===== config.mk =====
export PLATFORM = sky130hd
export DESIGN_NAME = rr_input_arbiter
export DESIGN_NICKNAME = d
export VERILOG_FILES = /design/src/rtl/rr_input_arbiter.sv
export SDC_FILE = /design/constraint.sdc
export NUM_CORES = 1
export LEC_CHECK = 0
export ABC_AREA = 1
export CAP_MARGIN = 20
export CORE_AREA = 2 2 695 697
export DETAILED_ROUTE_END_ITERATION = 7
export DIE_AREA = 0 0 697 699
export PLACE_DENSITY = 0.3
export SETUP_SLACK_MARGIN = 0.1
export SYNTH_ARGS = -nofsm -noshare
export SYNTH_HDL_FRONTEND = slang
export SYNTH_SLANG_ARGS = --single-unit

===== constraint.sdc =====
create_clock -name axi_aclk -period 5.6 [get_ports axi_aclk]
set_input_delay 1.12 -clock axi_aclk [delete_from_list [all_inputs] [get_ports axi_aclk]]
set_output_delay 1.12 -clock axi_aclk [all_outputs]
set_load 0.005 [all_outputs]

===== src/rtl/rr_input_arbiter.sv =====
// rtl/rr_input_arbiter.sv - packet-granular round-robin merge of three input streams
//
// Purpose: forwards whole packets from three slave streams onto one master
// stream. Each packet goes through unbuffered. The grant moves only at
// packet boundaries. Each port also has a count of forwarded packets.
//
// Ports:
//   axi_aclk, axi_resetn              clock, synchronous active-low reset
//   s_axis_*_0 .. s_axis_*_2          slave streams (tdata/tstrb/tuser/tvalid/tlast, tready out)
//   m_axis_*                          merged master stream (tready in)
//   rst_cntrs                         synchronous clear of the packet counters
//   pkt_fwd_cntr_0 .. pkt_fwd_cntr_2  packets forwarded per port
module rr_input_arbiter #(
    parameter int C_M_AXIS_DATA_WIDTH  = 256,
    parameter int C_S_AXIS_DATA_WIDTH  = 256,
    parameter int C_M_AXIS_TUSER_WIDTH = 128,
    parameter int C_S_AXIS_TUSER_WIDTH = 128,
    parameter int C_CNTR_WIDTH         = 32
) (
    input  logic                                 axi_aclk,
    input  logic                                 axi_resetn,

    input  logic [C_S_AXIS_DATA_WIDTH-1:0]       s_axis_tdata_0,
    input  logic [C_S_AXIS_DATA_WIDTH/8-1:0]     s_axis_tstrb_0,
    input  logic [C_S_AXIS_TUSER_WIDTH-1:0]      s_axis_tuser_0,
    input  logic                                 s_axis_tvalid_0,
    input  logic                                 s_axis_tlast_0,
    output logic                                 s_axis_tready_0,

    input  logic [C_S_AXIS_DATA_WIDTH-1:0]       s_axis_tdata_1,
    input  logic [C_S_AXIS_DATA_WIDTH/8-1:0]     s_axis_tstrb_1,
    input  logic [C_S_AXIS_TUSER_WIDTH-1:0]      s_axis_tuser_1,
    input  logic                                 s_axis_tvalid_1,
    input  logic                                 s_axis_tlast_1,
    output logic                                 s_axis_tready_1,

    input  logic [C_S_AXIS_DATA_WIDTH-1:0]       s_axis_tdata_2,
    input  logic [C_S_AXIS_DATA_WIDTH/8-1:0]     s_axis_tstrb_2,
    input  logic [C_S_AXIS_TUSER_WIDTH-1:0]      s_axis_tuser_2,
    input  logic                                 s_axis_tvalid_2,
    input  logic                                 s_axis_tlast_2,
    output logic                                 s_axis_tready_2,

    output logic [C_M_AXIS_DATA_WIDTH-1:0]       m_axis_tdata,
    output logic [C_M_AXIS_DATA_WIDTH/8-1:0]     m_axis_tstrb,
    output logic [C_M_AXIS_TUSER_WIDTH-1:0]      m_axis_tuser,
    output logic                                 m_axis_tvalid,
    output logic                                 m_axis_tlast,
    input  logic                                 m_axis_tready,

    input  logic                                 rst_cntrs,
    output logic [C_CNTR_WIDTH-1:0]              pkt_fwd_cntr_0,
    output logic [C_CNTR_WIDTH-1:0]              pkt_fwd_cntr_1,
    output logic [C_CNTR_WIDTH-1:0]              pkt_fwd_cntr_2
);

    typedef enum logic {IDLE, SEND} state_t;

    state_t                  state;
    logic [1:0]              cur_port;
    logic [1:0]              last_port;
    logic [C_CNTR_WIDTH-1:0] cntr [3];

    logic [2:0] in_valid;
    logic [2:0] in_last;
    logic       sel_valid;
    logic       sel_last;
    logic       sending;
    logic       pkt_end;
    logic [1:0] cand_1;
    logic [1:0] cand_2;
    logic [1:0] pick_port;
    logic       pick_valid;

    assign in_valid = {s_axis_tvalid_2, s_axis_tvalid_1, s_axis_tvalid_0};
    assign in_last  = {s_axis_tlast_2,  s_axis_tlast_1,  s_axis_tlast_0};

    // Port index plus offset, modulo 3; both operands are at most 2.
    function automatic logic [1:0] add_mod3(input logic [1:0] p, input logic [1:0] k);
        logic [2:0] sum;
        sum = {1'b0, p} + {1'b0, k};
        if (sum >= 3'd3) begin
            sum = sum - 3'd3;
        end
        return sum[1:0];
    endfunction

    // Search starts just after the last served port, so the port served last
    // gets the lowest priority.
    assign cand_1 = add_mod3(last_port, 2'd1);
    assign cand_2 = add_mod3(last_port, 2'd2);

    always_comb begin
        pick_port  = last_port;
        pick_valid = |in_valid;
        if (in_valid[cand_1]) begin
            pick_port = cand_1;
        end else if (in_valid[cand_2]) begin
            pick_port = cand_2;
        end
    end

    // Datapath mux. No data is buffered; the master side is the granted
    // source itself.
    always_comb begin
        m_axis_tdata = s_axis_tdata_0;
        m_axis_tstrb = s_axis_tstrb_0;
        m_axis_tuser = s_axis_tuser_0;
        case (cur_port)
            2'd1: begin
                m_axis_tdata = s_axis_tdata_1;
                m_axis_tstrb = s_axis_tstrb_1;
                m_axis_tuser = s_axis_tuser_1;
            end
            2'd2: begin
                m_axis_tdata = s_axis_tdata_2;
                m_axis_tstrb = s_axis_tstrb_2;
                m_axis_tuser = s_axis_tuser_2;
            end
            default: ;
        endcase
    end

    assign sel_valid = in_valid[cur_port];
    assign sel_last  = in_last[cur_port];

    // Handshakes are gated by axi_resetn so nothing is offered while reset is
    // held, even before the first reset edge returns the FSM to IDLE.
    assign sending = axi_resetn && (state == SEND);

    assign m_axis_tvalid   = sending && sel_valid;
    assign m_axis_tlast    = sel_last;
    assign s_axis_tready_0 = sending && (cur_port == 2'd0) && m_axis_tready;
    assign s_axis_tready_1 = sending && (cur_port == 2'd1) && m_axis_tready;
    assign s_axis_tready_2 = sending && (cur_port == 2'd2) && m_axis_tready;

    assign pkt_end = m_axis_tvalid && m_axis_tready && sel_last;

    always_ff @(posedge axi_aclk) begin
        if (!axi_resetn) begin
            state     <= IDLE;
            cur_port  <= 2'd0;
            last_port <= 2'd2;
            for (int i = 0; i < 3; i++) begin
                cntr[i] <= '0;
            end
        end else begin
            case (state)
                IDLE: begin
                    if (pick_valid) begin
                        cur_port <= pick_port;
                        state    <= SEND;
                    end
                end
                SEND: begin
                    if (pkt_end) begin
                        last_port <= cur_port;
                        state     <= IDLE;
                    end
                end
                default: state <= IDLE;
            endcase

            for (int i = 0; i < 3; i++) begin
                if (rst_cntrs) begin
                    cntr[i] <= '0;
                end else if (pkt_end && (cur_port == 2'(i))) begin
                    cntr[i] <= cntr[i] + 1'b1;
                end
            end
        end
    end

    assign pkt_fwd_cntr_0 = cntr[0];
    assign pkt_fwd_cntr_1 = cntr[1];
    assign pkt_fwd_cntr_2 = cntr[2];

endmodule


==> flow_results.org, run 1 <==
** Outcome
- The run finished, with violations left.
- The checks that failed: antenna violations.

** Timing
- Fin crit period :: 5.23 ns
- Setup repair after global routing left no endpoint under its margin.
- Adding up every negative setup slack in the final design gives 0 ns.
- Dividing the final minimum period by the clock period gives 93.3%.
- For this run, the top clock speed supported by timing is 0.191 GHz.
- Setup violations remaining at the end of the flow were counted as 0.
- Max Transition Viols Final :: 0
- Setup slack after layout :: 0.374 ns
- For the pin with the worst max-slew slack, the measured transition is 1.08 ns.
- The number of hold violations in the final report is 0.
- Headroom to the max-slew limit came out at 27.4%.
- On the final layout, the worst clock skew is 0.0245 ns.

** Synthesis
- Post-synthesis share of cell area spent on and, or, nand and nor gates :: 48.3%
- Gate count of the mapped netlist :: 2640
- Multiplexer share of the synthesized area :: 0%
- The number of nets in the synthesized netlist is 3906.
- FF+latch count, synth :: 101
- Synthesized area :: 14200 sq um
- Synth Area in Adders :: 0.704%
- Of the post-synthesis cell area, the dominant cell type holds 26.9%.
- Of the synthesized area, sequential elements account for 21.0%.
- For this run, the number of Yosys warnings is 0.
- By area the synthesized netlist is led by nand2_1, edfxtp_1, a31oi_1, nor2_1, clkbuf_1.
- In this run the mean area of a mapped cell was 5.39 sq um.
- Cell type with the largest total area after synthesis :: nand2_1
- By area, the combinational part of the netlist is dominated by simple AND/OR/NAND/NOR gates.
- Counting distinct cell types in the post-synthesis netlist gives 40.
- Compound-cell area share of the yosys netlist :: 20.3%
- Summing the areas of all xor and xnor instances in the mapped netlist gives 1.35% of the synthesized area.

** Die
- The floorplan step defined a die boundary enclosing 487000 sq um.
- Vert. Die Dim :: 699 um
- From left edge to right edge, the die measures 697 um.
- Placeable core region :: 480000 sq um
- For this configuration, the core starts out at a cell density of 2.96%.
- Number of cell rows :: 255
- I/O pin cnt :: 1775

** Global routing
- For this run the aggregate overflow at the end of global routing stands at 0.
- Tot GR Track Use :: 14.4%
- The initial antenna violation count came to 450.
- Wire length of the first global-routing pass :: 431 mm
- The via count of the first global-routing pass was 27279.
- Entering global routing, the biggest net connects 88 pins.

** Clocking
- Clock Path Buffers :: 2
- Counting the buffers created by CTS gives 9.
- Post-CTS repair changed the size of 0 cells.
- Clock slew seen by the registers of the worst setup and hold paths :: 0.09 ns
- The root buffer cell chosen for the clock tree is clkbuf_16.
- The number of hold buffers added after CTS was 0.
- # H-tree levels :: 3
- In this run the post-CTS setup repair buffer count came out at 0.
- TritonCTS built the clock tree.
- The tree built by TritonCTS fans out to 101 sinks.
- Worst skew pair latency :: 0.42 ns

** Pwr
- Overall Power :: 9.48 mW
- VDD sags by at most 0.185 mV.
- PwrDens :: 231 nW/um^2
- Leakage dissipation :: 12.0 nW

** Layout
- Cells with a size suffix above 1 make up 3.50% of the layout.
- The area growth from synthesis to layout is 188%.
- In the layout the commonest cells are clkdlybuf4s50_1, nand2_1, nor2_1, a31oi_1, inv_1.
- Most common cell after layout, fill and taps aside :: clkdlybuf4s50_1
- Number of nets in the final layout :: 5579

** Critical path
- Critical path data required time :: 4.48 ns
- The worst setup path is launched from a register.
- Worst Path Arrival :: 4.11 ns
- The setup path with the least slack is of type reg2out.
- Highest fanout seen on the critical path :: 51
- STA classifies the critical path endpoint as an output pin.

** Place
- Before CTS, the worst setup slack after placement is 0.539 ns.
- Final weighted congestion in routability-driven placement :: 1.01
- Port-buffer cells :: 1774
- Hpwl dp :: 341 mm

** Job
- Maximum Capacitance Violations :: 0

** Drt
- The pre-antenna-repair detailed-routing pass consisted of 5 iterations.
- ANT nets after route :: 4
- Vias :: 28361
- DRT Wirelength :: 367 mm
- Via count normalized by instance count :: 2.59
- DR iter-0 viols :: 2351
- In the final routed layout, each cell accounts on average for 33.5 um.
- In the routed design, unresolved DRC markers number 0.

** Min path
- Worst hold-check path type :: reg2reg
-- worst max-delay path: stages, from the launching register on --
cell and delay, ns:
dfxtp_1 0.48, inv_1 0.19, ha_4 0.72, buf_12 0.27, buf_12 0.27, nor2_1 0.08
a31oi_1 0.80, clkdlybuf4s50_1 0.75
-- Yosys cell counts --
library cell  number
or2_2              1
o21bai_1           1
buf_1             13
nor2_4             4
o21ai_0           17
o21ai_4            1
nor3b_2            4
nand2_2            1
inv_2              3
dfxtp_1            5
and2_1             1
ha_1               8
nand2_1         1021
clkbuf_1         156
nor2_1           580
and3_1             2
inv_1            106
a21oi_1           25
nand4_2            1
xor2_1            11
buf_6              3
nand4_1           31
buf_4              1
nand3b_1           1
xnor2_1           11
nand3_1           39
nor3b_1            2
nor3_2             1
o21ai_2            1
a21o_1             1
a31oi_1          419
nor3_1            33
o211ai_1           1
nand3_4            2
buf_2             21
nor4_1             3
o22ai_1            1
nand3_2            3
edfxtp_1          96
nor2_2             9
-- logic make-up (layout without fill, tap and decap cells) --
family                     Yosys count  after routing
and+or+nand+nor                   1739           1739
AOI/OAI and AO/OA                  467            467
buffers and inverters              303           1981
DFF                                101            101
xor gates and xnor gates            22             22
adders and majority gates            8              8
other                                0            200
-- per-stage QoR --
step / cell area, sq um / std cells / util, % / hold WS (ns)
4_1_cts: 40500 / 10743 / 8.43 / 0.547
3_5_place_dp: 40200 / 10727 / 8.36 / 0.529
3_3_place_gp: 40200 / 10727 / 8.36 / 0.554
2_1_floorplan: 14200 / 2640 / - / 0.488
5_1_grt: 40600 / 10777 / 8.45 / 0.577
6_report: 41000 / 10943 / 8.53 / 0.532
-- layer usage --
metal  vias up  GRT usage [%]  share of wire, %
met3       727           7.78                14
met5         -              0              0.36
met1     13290           17.3                40
li1      12404              -                 -
met4       200           3.21               4.0
met2      1740           22.6                42
-- state kept, by name, summed over array words and instances (netlist names) --
| name | flops |
|---|---|
| state | 1 |
| cntr | 96 |
| cur_port | 2 |
| last_port | 2 |
-- final timing paths --
path                 from               end  slack, ns  cells past startpoint
min          last_port[1]      last_port[1]       0.53                      2
max           cur_port[1]  m_axis_tdata[21]       0.37                      7
min reg2reg  last_port[1]      last_port[1]       0.53                      2
max reg2reg   cur_port[1]        cntr[1][7]       2.91                      6
-- report_power, final --
part	internal, mW	switching [mW]
clock network	0.361	0.405
logic	3.39	4.41
registers	0.859	0.0541
total	4.61	4.87
-- final cells by class --
cell class                 instances  area, sq um
clock buffer                       9          225
multi-input combinational       2236        10100
sequential                       101         2980
clock inverter                     7         91.3
timing repair buffer            1856        18600
inverter                         109          409
tap                             6425         8040
antenna                          200          500
fill                           56606       439000
Power figures use the tool's default switching activity.
==> inputs of run 2 (changes only) <==
--- a/config.mk
+++ b/config.mk
@@ -6,10 +6,10 @@
 export NUM_CORES = 1
 export LEC_CHECK = 0
 export ABC_AREA = 1
-export CAP_MARGIN = 20
-export CORE_AREA = 2 2 695 697
+export CAP_MARGIN = 15
+export CORE_AREA = 2 2 685 687
 export DETAILED_ROUTE_END_ITERATION = 7
-export DIE_AREA = 0 0 697 699
+export DIE_AREA = 0 0 687 689
 export PLACE_DENSITY = 0.3
 export SETUP_SLACK_MARGIN = 0.1
 export SYNTH_ARGS = -nofsm -noshare
==> flow_results.org, run 2 (synthesis results as in run 1) <==
** Global routing
- The total congestion overflow was 0 (unchanged).
- Via count of the first global-routing pass :: 27263 (was 27279)
- The largest net degree at the start of global routing came to 109 (was 88).
- The overall routing resource usage was 14.4% (about the same).
- Antenna violations before repair :: 409 (was 450)
- The first-pass GRT wire length is 418 mm (was 431 mm).

** Pwr
- Leakage dissipation :: 12.0 nW (about the same)
- The worst IR drop on VDD was 0.162 mV (was 0.185 mV).
- The areal power density over the cells was 238 nW/um^2 (was 231 nW/um^2).

** Timing
- The post-route minimum period was 5.42 ns (was 5.23 ns).
- Upper clock frequency limit :: 0.184 GHz (was 0.191 GHz)
- The remaining max-slew budget at the tightest pin was 38.9% (was 27.4%).
- Crit share post-route :: 96.9% (was 93.3%)
- The count of pins over their slew limit is 0 (unchanged).
- The number of hold violations in the final report was 0 (unchanged).
- The actual transition at the worst max-transition pin was 0.914 ns (was 1.08 ns).
- Worst setup skew after layout :: 0.0193 ns (was 0.0245 ns)
- The total of endpoints with negative setup slack in the final report is 0 (unchanged).
- RSZ-0062 raised after global routing :: no (unchanged)
- Final total negative setup slack :: 0 ns (unchanged)

** Place
- The routability-driven placement congestion ratio is 0.961 (was 1.01).
- Port-buffer cells :: 1774 (unchanged)
- Hpwl dp :: 331 mm (was 341 mm)
- Cell area after placement :: 39900 sq um (was 40200 sq um)

** Die
- The floorplan die width is 687 um (was 697 um).
- Vert. Die Dim :: 689 um (was 699 um)
- Number of cell rows :: 251 (was 255)
- The number of placed I/O pins was 1775 (unchanged).
- Effective utilization at floorplan :: 3.05% (was 2.96%)
- Die Footprint :: 473000 sq um (was 487000 sq um)
- The area of the core is 466000 sq um (was 480000 sq um).

** Drt
- The per-cell routed wire length was 33.6 um (was 33.5 um).
- The number of detailed-route iterations in the first pass came to 5 (unchanged).
- The via count of the routed design is 28090 (was 28361).
- The via density per instance is 2.64 (was 2.59).
- The wire length reported by the detailed router is 357 mm (was 367 mm).
- The number of antenna-violating nets in the routed design was 0 (was 4).
- The total DRC errors in the routed layout is 0 (unchanged).
- The number of design-rule violations left by the first detailed-router iteration is 2423 (was 2351).

** Critical path
- The maximum fanout along the worst path is 108 (was 51).
- The reg2reg setup slack was 2.56 ns (was 2.91 ns).
- The launch instance of the worst register-to-register path is cur_port[0] (was cur_port[1]).
- Cell mode on critical path :: buf_12 (unchanged)
- Worst Path Arrival :: 4.30 ns (was 4.11 ns)
- Critical-path cell with the highest stage delay :: ha_4 (was a31oi_1)
- Crit-path max cell delay :: 0.81 ns (was 0.80 ns)
- Type of the setup path with the least slack :: reg2out (unchanged)
- Launch point of the worst path :: cur_port[1] (unchanged)
- The required time of the worst setup path is 4.48 ns (about the same).
- Worst Setup Start Kind :: register (unchanged)
- Kind of end point of the critical path :: output pin (unchanged)
- Ordered cell list for the critical path :: inv_1 -> ha_4 -> buf_12 -> buf_12 -> nor2_1 -> a31oi_1 -> clkdlybuf4s50_1 (unchanged)

** Layout
- Cell area after layout :: 40600 sq um (was 41000 sq um)
- The layout filler cell count was 55016 (was 56606).
- Registers with the highest flip-flop counts: cntr (96), cur_port (2), last_port (2) (unchanged).
- The register ranked first by flip-flop count was cntr (unchanged).
- The final net count was 5583 (was 5579).
- Most frequent cells in the layout :: clkdlybuf4s50_1, nand2_1, nor2_1, a31oi_1, inv_1 (unchanged)
- Share of cells above drive strength 1 :: 3.59% (was 3.50%)
- Most common cell after layout, fill and taps aside :: clkdlybuf4s50_1 (unchanged)
- The number of flip-flops in the largest register was 96 (unchanged).
- Area grow syn2layout :: 185% (was 188%)

** Min path
- Worst hold-check path type :: reg2reg (unchanged)
- Source of the worst hold timing path :: last_port[1] (unchanged)

** Clocking
- The number of buffers inserted during clock tree synthesis was 9 (unchanged).
- The maximum clock insertion buffer count is 2 (unchanged).
- Count of hold-fix buffers inserted at cts :: 0 (unchanged)
- The clock tree from TritonCTS is yes (unchanged).
- The clock transition time at the flip-flop clock pins of the worst setup and hold paths is 0.09 ns (about the same).
- Buffer type at the clock tree root :: clkbuf_16 (unchanged)
- Clock tree sinks :: 101 (unchanged)
- The clock latency reported for the late side of the worst-skew pair is 0.43 ns (was 0.42 ns).
- # H-tree levels :: 3 (unchanged)

** Outcome
- Outcome :: completed (was finished, violations left)

** Job
- Maximum Capacitance Violations :: 0 (unchanged)
==> run 2: final cells by class <==
type,instances,area [sq um],share of cell area [%]
timing repair buffer,1860,18700,46.1
multi-input combinational,2236,10100,24.9
tap,6198,7750,19.1
sequential,101,2980,7.35
inverter,109,409,1.01
antenna,104,260,0.642
clock buffer,9,225,0.555
clock inverter,7,129,0.318
==> run 2: final timing paths <==
check,end,cells past startpoint
max,m_axis_tstrb[3],7
min,last_port[1],2
max reg2reg,cntr[2][23],7
min reg2reg,last_port[1],2
==> run 2: layer usage <==
metal	wire [um]	GRT usage, %
met1	148000	17.4
met2	156000	22.6
met3	40700	7.12
met4	12400	3.78
met5	1020	0
==> run 2: report_power, final <==
| part | switching, mW | total [mW] | internal [mW] |
|---|---|---|---|
| clock network | 0.422 | 0.832 | 0.410 |
| logic | 4.52 | 7.91 | 3.39 |
| registers | 0.0519 | 0.911 | 0.859 |
| total | 4.99 | 9.65 | 4.66 |
==> run 2: through the flow <==
stage	setup slack, ns	hold slack, ns	power (mW)	std cells	utilization [%]
after global placement	0.454	0.529	9.05	10503	8.57
after global routing	0.117	0.581	10.2	10565	8.67
final	0.176	0.527	9.65	10624	8.70
after detailed placement	0.446	0.524	8.98	10503	8.57
after CTS	0.107	0.538	9.95	10520	8.65
after floorplan	2.49	0.488	2.93	2640	-
==> run 2: what timing repair did <==
item                       CTS  global route
gates resized for setup      1             0
setup endpoints to repair    7             0
buffers inserted             1             0
==> run 2: critical path: cells and delay by family (launching register included) <==
kind / cells / cell delay (ns)
DFF: 1 / 0.46
AOI/OAI and AO/OA: 1 / 0.67
adders and majority gates: 1 / 0.81
and+or+nand+nor: 1 / 0.15
buffers and inverters: 4 / 1.56
